==> src/rtl/sad_accumulator.sv <==
// Accumulates a stream of unsigned |A-B| samples into a per-block SAD.
// Results are held under a valid/ready handshake; flush closes a partial block.
module sad_accumulator #(
    parameter int DATA_W    = 4,
    parameter int BLOCK_LEN = 4,
    parameter int SUM_W     = 6,
    parameter int CNT_W     = 3
) (
    input  logic              i_sad_accumulator_clk,
    input  logic              i_sad_accumulator_rst,
    input  logic              i_sad_accumulator_valid,
    input  logic [DATA_W-1:0] i_sad_accumulator_value,
    output logic              o_sad_accumulator_ready,
    input  logic              i_sad_accumulator_flush,
    output logic              o_sad_accumulator_sum_valid,
    input  logic              i_sad_accumulator_sum_ready,
    output logic [SUM_W-1:0]  o_sad_accumulator_sum,
    output logic [CNT_W-1:0]  o_sad_accumulator_count
);

    generate
        if (BLOCK_LEN < 2) begin : g_bad_len
            $error("BLOCK_LEN must be >= 2");
        end
        if (SUM_W < DATA_W + $clog2(BLOCK_LEN)) begin : g_bad_sum
            $error("SUM_W too narrow for a full block");
        end
        if (CNT_W < $clog2(BLOCK_LEN + 1)) begin : g_bad_cnt
            $error("CNT_W too narrow for BLOCK_LEN");
        end
    endgenerate

    typedef enum logic {ACCUM, HOLD} state_t;

    localparam logic [CNT_W-1:0] LAST = CNT_W'(BLOCK_LEN - 1);

    state_t           state_q;
    logic [SUM_W-1:0] acc_q, sum_q;
    logic [CNT_W-1:0] cnt_q, count_q;
    logic             sum_valid_q;

    logic             accept;
    logic             block_end;
    logic [SUM_W-1:0] acc_d;
    logic [CNT_W-1:0] cnt_d;

    assign accept = i_sad_accumulator_valid && (state_q == ACCUM);
    assign acc_d  = acc_q + (accept ? SUM_W'(i_sad_accumulator_value) : '0);
    assign cnt_d  = cnt_q + CNT_W'(accept);

    // A flush with nothing pending and nothing arriving has no block to close.
    assign block_end = (state_q == ACCUM) &&
                       ((accept && (cnt_q == LAST)) ||
                        (i_sad_accumulator_flush && ((cnt_q != '0) || accept)));

    always_ff @(posedge i_sad_accumulator_clk or posedge i_sad_accumulator_rst) begin
        if (i_sad_accumulator_rst) begin
            state_q     <= ACCUM;
            acc_q       <= '0;
            cnt_q       <= '0;
            sum_q       <= '0;
            count_q     <= '0;
            sum_valid_q <= 1'b0;
        end else begin
            case (state_q)
                ACCUM: begin
                    if (block_end) begin
                        sum_q       <= acc_d;
                        count_q     <= cnt_d;
                        sum_valid_q <= 1'b1;
                        acc_q       <= '0;
                        cnt_q       <= '0;
                        state_q     <= HOLD;
                    end else begin
                        acc_q <= acc_d;
                        cnt_q <= cnt_d;
                    end
                end
                HOLD: begin
                    if (i_sad_accumulator_sum_ready) begin
                        sum_valid_q <= 1'b0;
                        state_q     <= ACCUM;
                    end
                end
                default: state_q <= ACCUM;
            endcase
        end
    end

    assign o_sad_accumulator_ready     = (state_q == ACCUM);
    assign o_sad_accumulator_sum_valid = sum_valid_q;
    assign o_sad_accumulator_sum       = sum_q;
    assign o_sad_accumulator_count     = count_q;

endmodule

==> config.mk <==
export PLATFORM = sky130hd
export DESIGN_NAME = sad_accumulator
export DESIGN_NICKNAME = d
export VERILOG_FILES = /design/src/rtl/sad_accumulator.sv
export SDC_FILE = /design/constraint.sdc
export NUM_CORES = 1
export LEC_CHECK = 0
export ABC_CLOCK_PERIOD_IN_PS = 3100
export CORE_UTILIZATION = 45
export CTS_CLUSTER_SIZE = 40
export DETAILED_ROUTE_END_ITERATION = 10
export PLACE_DENSITY = 0.81
export SETUP_SLACK_MARGIN = 0.2
export SLEW_MARGIN = 20
export SYNTH_ARGS = -nofsm -noshare
export SYNTH_HDL_FRONTEND = slang
export SYNTH_SLANG_ARGS = --single-unit
==> constraint.sdc <==
create_clock -name i_sad_accumulator_clk -period 3.1 [get_ports i_sad_accumulator_clk]
set_clock_uncertainty 0.2 [all_clocks]
set_input_delay 0.31 -clock i_sad_accumulator_clk [delete_from_list [all_inputs] [get_ports i_sad_accumulator_clk]]
set_output_delay 0.31 -clock i_sad_accumulator_clk [all_outputs]
set_load 0.005 [all_outputs]
==> reports/summary.txt, run 1 <==
Placeable Area -> 2230 sq um
Max Freq -> 0.427 GHz
WL met3 -> 54 um
CP max FO -> 5
power per cell area -> 831 nW/um^2
PnR worst setup slack -> 0.756 ns
Placed Area -> 1290 sq um
average wire per standard cell -> 14.6 um
clock buffer depth -> 2
CTS hold repair buffers -> 0
worst path arrival time -> 2.33 ns
setup violators final -> 0
Setup TNS -> 0 ns
Worst-Margin Slew -> 0.736 ns
Non-Filler Instances -> 142
Seq/Total Area, Yosys -> 0.463
top sig layer -> met4
clk slew on worst S/H paths -> 0.11 ns
gr ovfl total -> 0
flops & latches, synth -> 20
IO Port Bufs -> 19
r2r startpoint -> state_q
Req. time, crit path -> 3.09 ns
Peak VDD IR -> 0.000549 V
Placed Cells -> 139
Pleak -> 0.000618 uW
clock period minus worst slack -> 2.34 ns
utilization after layout -> 0.589
syn_area_per_cell -> 11.5 sq um
TritonCTS buffer count -> 3
via/cell ratio -> 5.29
vias in the first global route -> 724
first-pass GRT wire length -> 3.54 mm
Die W -> 51.0 um
Synthesis Warnings -> 0
post-CTS setup buffer count -> 0
wire length on met1 -> 955 um
Yosys top cell by area -> dfrtp_1
post-synthesis instance total -> 94
Worst setup SP type -> primary input
largest net degree at the start of global routing -> 21
First DRT Iteration DRCs -> 8
Nets -> 132
Worst R2R Path Depth -> 7
final wirelength -> 2.07 mm
Syn Nets -> 110
DR WL met2 -> 1.03 mm
outcome -> completed
routed vias -> 751
R2R Path End -> o_sad_accumulator_sum[5]
Cell Area, Synth -> 1080 sq um
CTS Sinks -> 20
Synth top area share -> 0.463
die area -> 2600 sq um
RSZ-0062 raised after global routing -> no
top area cells in the synthesized netlist -> dfrtp_1 46%, mux2_4 11%, ha_1 6.9%, nand2_1 4.5%, xor2_1 3.2%
DRC viols -> 0
Antenna Cells -> 0
period utilization -> 0.756
clock latency on the worst-skew pair -> 0.30 ns
Fin. Hold Viols -> 0
Site Rows -> 17
Initial DRT Pass Iterations -> 4
Root Driver -> clkbuf_4
Slew Viols, Final -> 0
Area growth, synth to finish -> 21.8%
Gates resized, CTS repair -> 0
Hold WC Path Type -> primary input to asynchronous set/reset pin
Die Y -> 51.0 um
R2R setup slack -> 0.89 ns
Setup CP Type -> primary input to flip-flop
distinct cell type count after synthesis -> 31
Total GRT Usage -> 0.191
Final GP Congestion -> 0.744
Setup crit end kind -> flip-flop
CTS tree -> done
Setup WS pre-CTS -> 0.439 ns
top-level port count -> 20
Final ANT Viol Nets -> 0
Design Area, Final -> 1320 sq um
H-tree Lvls -> 1
Initial Utilization -> 0.484
maxcap violations -> 0
antenna violations before repair -> 0
max_slew headroom -> 0.509
Final HPWL DP -> 1.58 mm
share of post-route cells with drive strength above 1 -> 0.149
==> Yosys cell counts <==
cell,count
nand3_1,2
dfrtp_1,20
nand4_1,1
xnor2_1,1
buf_2,1
buf_6,1
o311ai_0,1
o21bai_1,2
and3b_2,1
inv_1,6
o22ai_4,1
mux2_4,8
a21oi_1,2
ha_1,6
nor2_4,1
xor2_1,4
clkbuf_1,1
mux2_2,1
and2_1,4
fa_1,1
mux2i_1,1
o22ai_1,1
and2_2,1
nor2_1,1
o21ai_0,6
nor2b_1,1
nor3_1,1
o31a_1,1
a21boi_0,1
nand2_1,13
a22o_1,2
==> critical path, stage by stage <==
cell and delay [ns]:
clkdlybuf4s50_1 0.50, nor2b_1 0.27, and2_1 0.22, ha_1 0.24
a21oi_1 0.21, o22ai_1 0.16, xor2_1 0.16, mux2_4 0.26
==> worst max-delay path by stage <==
stage	from	slack, ns	depth (start not counted)	end
6_report	i_sad_accumulator_valid	0.76	8	o_sad_accumulator_sum[5]
3_3_place_gp	i_sad_accumulator_valid	0.53	9	o_sad_accumulator_sum[4]
3_5_place_dp	i_sad_accumulator_valid	0.44	9	o_sad_accumulator_sum[4]
2_1_floorplan	state_q	0.96	9	o_sad_accumulator_sum[4]
4_1_cts	i_sad_accumulator_valid	0.75	9	o_sad_accumulator_sum[4]
5_1_grt	i_sad_accumulator_valid	0.65	8	o_sad_accumulator_sum[5]
==> per-layer routing <==
layer  vias up  track usage
met1       373        0.259
met3         4       0.0268
met4         0       0.0694
met5         -            0
met2        13        0.309
li1        361            -
==> sequential cells by signal (all words and copies together) (netlist names) <==
register and flops:
o_sad_accumulator_sum 6, o_sad_accumulator_sum_valid 1, cnt_q 3, acc_q 6, state_q 1, o_sad_accumulator_count 3
==> cells in the final DEF, fill, tap and decap left out <==
master and n:
dfrtp_1 20, clkdlybuf4s50_1 19, nand2_1 13, mux2_4 8, o21ai_0 6, inv_1 6
ha_1 6, xor2_1 4, and2_1 4, clkbuf_4 3, a21oi_1 2, nand3_1 2
o21bai_1 2, a22o_1 2, o31a_1 1, and3b_2 1, o22ai_4 1, nor2_4 1
a21boi_0 1, nand4_1 1, o311ai_0 1, o22ai_1 1, mux2i_1 1, nor2_1 1
nor3_1 1, nor2b_1 1, xnor2_1 1, and2_2 1, mux2_2 1, fa_1 1
buf_4 1
==> where the power goes <==
| group | internal, uW | switching (uW) |
|---|---|---|
| logic | 307 | 237 |
| registers | 358 | 69.4 |
| clock network | 45.3 | 77.1 |
| total | 710 | 383 |
==> stage by stage <==
| stage | power, uW | hold slack, ns |
|---|---|---|
| 3_5_place_dp | 981 | 0.284 |
| 4_1_cts | 1100 | 0.279 |
| 3_3_place_gp | 953 | 0.276 |
| 2_1_floorplan | 778 | 0.0738 |
| 5_1_grt | 1190 | 0.324 |
| 6_report | 1090 | 0.240 |
==> cell type report <==
| type | instances | area (sq um) |
|---|---|---|
| fillers | 190 | 917 |
| multi-input cells | 65 | 538 |
| flip-flops and latches | 20 | 500 |
| repair buffers | 20 | 198 |
| well taps | 28 | 35.0 |
| clock buffers | 3 | 22.5 |
| inverters | 6 | 22.5 |
==> cell families (layout without fill, tap and decap cells) <==
family	count (synthesis)	in the layout	synth area share
and+or+nand+nor	26	26	0.124
DFF	20	20	0.463
AOI/OAI and AO/OA	17	17	0.115
muxes	10	10	0.131
buffers and inverters	9	29	0.0393
adders and majority gates	7	7	0.0880
xor gates and xnor gates	5	5	0.0405
(Power assumes the default switching activity.)
==> inputs of run 2 (changes only) <==
--- a/config.mk
+++ b/config.mk
@@ -5,7 +5,7 @@
 export SDC_FILE = /design/constraint.sdc
 export NUM_CORES = 1
 export LEC_CHECK = 0
-export ABC_CLOCK_PERIOD_IN_PS = 3100
+export ABC_CLOCK_PERIOD_IN_PS = 2300
 export CORE_UTILIZATION = 45
 export CTS_CLUSTER_SIZE = 40
 export DETAILED_ROUTE_END_ITERATION = 10
==> constraint.sdc (replaced) <==
create_clock -name i_sad_accumulator_clk -period 2.3 [get_ports i_sad_accumulator_clk]
set_clock_uncertainty 0.2 [all_clocks]
set_input_delay 0.23 -clock i_sad_accumulator_clk [delete_from_list [all_inputs] [get_ports i_sad_accumulator_clk]]
set_output_delay 0.23 -clock i_sad_accumulator_clk [all_outputs]
set_load 0.005 [all_outputs]
==> run 2 against run 1 <==
Effect of this change: total power is 53% higher; hold slack worse by 0.094 ns; global-route usage hardly changed; via count is 8.3% higher; register-to-register slack worse by 0.67 ns; worst setup slack worse by 0.54 ns; cell count is 4.9% higher; sequential share of layout area is 4.2 points lower; combinational power is 61% higher; clock power is 68% higher; sequential cell count stayed put; first-iteration DRC count is 63% higher; critical path type is now flip-flop to flip-flop; largest power group unchanged; highest routed layer unchanged.
==> reports/summary.txt, run 2 (synthesis gave the netlist of run 1 again) <==
outcome -> completed
first-pass GRT wire length -> 3.55 mm
Hold WC Path Type -> primary input to asynchronous set/reset pin
Worst-Margin Slew -> 0.755 ns
top-level port count -> 20
Final GP Congestion -> 0.781
average wire per standard cell -> 15.9 um
most common cell after layout, fill and taps aside -> dfrtp_1
Pleak -> 0.000677 uW
max_slew headroom -> 0.496
post-CTS setup buffer count -> 0
register area -> 500 sq um
period utilization -> 0.905
die area -> 2600 sq um
commonest non-fill, non-tap cells in the layout -> 20 x dfrtp_1, 18 x clkdlybuf4s50_1, 12 x nand2_1
final wirelength -> 2.37 mm
Placed Area -> 1340 sq um
Site Rows -> 17
post-layout power -> 1670 uW
largest net degree at the start of global routing -> 21
Total GRT Usage -> 0.191
Slew Viols, Final -> 0
Antenna Cells -> 0
area of the multi-input gates -> 634 sq um
maxcap violations -> 0
Design Area, Final -> 1480 sq um
clock latency on the worst-skew pair -> 0.30 ns
CP max FO -> 5
clock buffer depth -> 2
Req. time, crit path -> 2.29 ns
CTS hold repair buffers -> 0
TritonCTS buffer count -> 3
Max Freq -> 0.480 GHz
worst path arrival time -> 2.08 ns
gr ovfl total -> 0
Final ANT Viol Nets -> 0
Setup CP Type -> flip-flop to flip-flop
H-tree Lvls -> 1
Die W -> 51.0 um
CTS tree -> done
Worst setup SP type -> flip-flop
Peak VDD IR -> 0.000715 V
Nets -> 138
Final HPWL DP -> 1.53 mm
share of post-route cells with drive strength above 1 -> 0.314
clock period minus worst slack -> 2.08 ns
antenna violations before repair -> 0
IO Port Bufs -> 19
First DRT Iteration DRCs -> 13
PnR worst setup slack -> 0.218 ns
routed vias -> 813
Fin. Hold Viols -> 0
DRC viols -> 0
Initial DRT Pass Iterations -> 4
power per cell area -> 1130 nW/um^2
CTS Sinks -> 20
Setup WS pre-CTS -> -0.253 ns
Worst R2R Path Depth -> 8
Placeable Area -> 2230 sq um
vias in the first global route -> 822
Die Y -> 51.0 um
Area growth, synth to finish -> 36.7%
Root Driver -> clkbuf_4
clk slew on worst S/H paths -> 0.11 ns
setup violators final -> 0
RSZ-0062 raised after global routing -> yes
WHS -> 0.146 ns
fillers -> 167
Setup crit end kind -> flip-flop
via/cell ratio -> 5.46
Initial Utilization -> 0.484
## run 2: cell types whose count changed in the layout (fill, tap and decap cells not counted), moves of 2 or more
cell	change
a21oi_1	-2
a21oi_4	+2
and2_1	-2
and2_4	+2
ha_1	-3
ha_4	+3
buf_4	+6
## run 2: final cells by class
class,instances,area share
Clock buffer,4,0.0246
Tap cell,28,0.0237
Multi-Input combinational cell,65,0.429
Sequential cell,20,0.339
Inverter,6,0.0178
Timing Repair Buffer,26,0.166
## run 2: worst paths after layout
check | start | endpoint | slack [ns]
worst max-delay path | state_q | o_sad_accumulator_sum[4] | 0.22
worst min-delay path | i_sad_accumulator_rst | cnt_q[0] | 0.15
worst max register to register | state_q | o_sad_accumulator_sum[4] | 0.22
worst min register to register | acc_q[2] | acc_q[2] | 0.31
max in group asynchronous | i_sad_accumulator_rst | acc_q[4] | 1.28
min in group i_sad_accumulator_clk | i_sad_accumulator_sum_ready | state_q | 0.29
## run 2: worst max-delay path: stages (launching register included)
cell and delay (ns):
dfrtp_1 0.42, nor2b_4 0.08, and2_4 0.16, ha_4 0.17, fa_2 0.38, nand3_2 0.09
nand2_2 0.07, xnor2_2 0.15, mux2_4 0.26
## run 2: timing repair
action	CTS	global route
setup endpoints to repair	5	7
pin swaps	0	8
gates cloned	0	0
resized for setup	3	15
endpoints found under the hold margin	0	0
## run 2: report_power, final
part           leakage (uW)  total (uW)  internal (uW)  switching, uW
logic              0.000396         878            499            379
registers          0.000260         588            482            106
clock network     0.0000210         205           96.6            109
## run 2: stage by stage
stage	util	setup TNS (ns)	std cells
finish	0.662	0	149
global route	0.662	0	149
CTS	0.622	0	149
detailed placement	0.601	-1.35	145
global placement	0.601	-0.527	145
floorplan	-	0	94
## run 2: layer usage
| metal | global-route usage | part of all wire | vias to the layer above |
|---|---|---|---|
| met2 | 0.307 | 0.50 | 30 |
| li1 | - | - | 375 |
| met1 | 0.243 | 0.43 | 402 |
| met5 | 0 | 0 | - |
| met4 | 0.102 | 0.019 | 0 |
| met3 | 0.0327 | 0.052 | 6 |
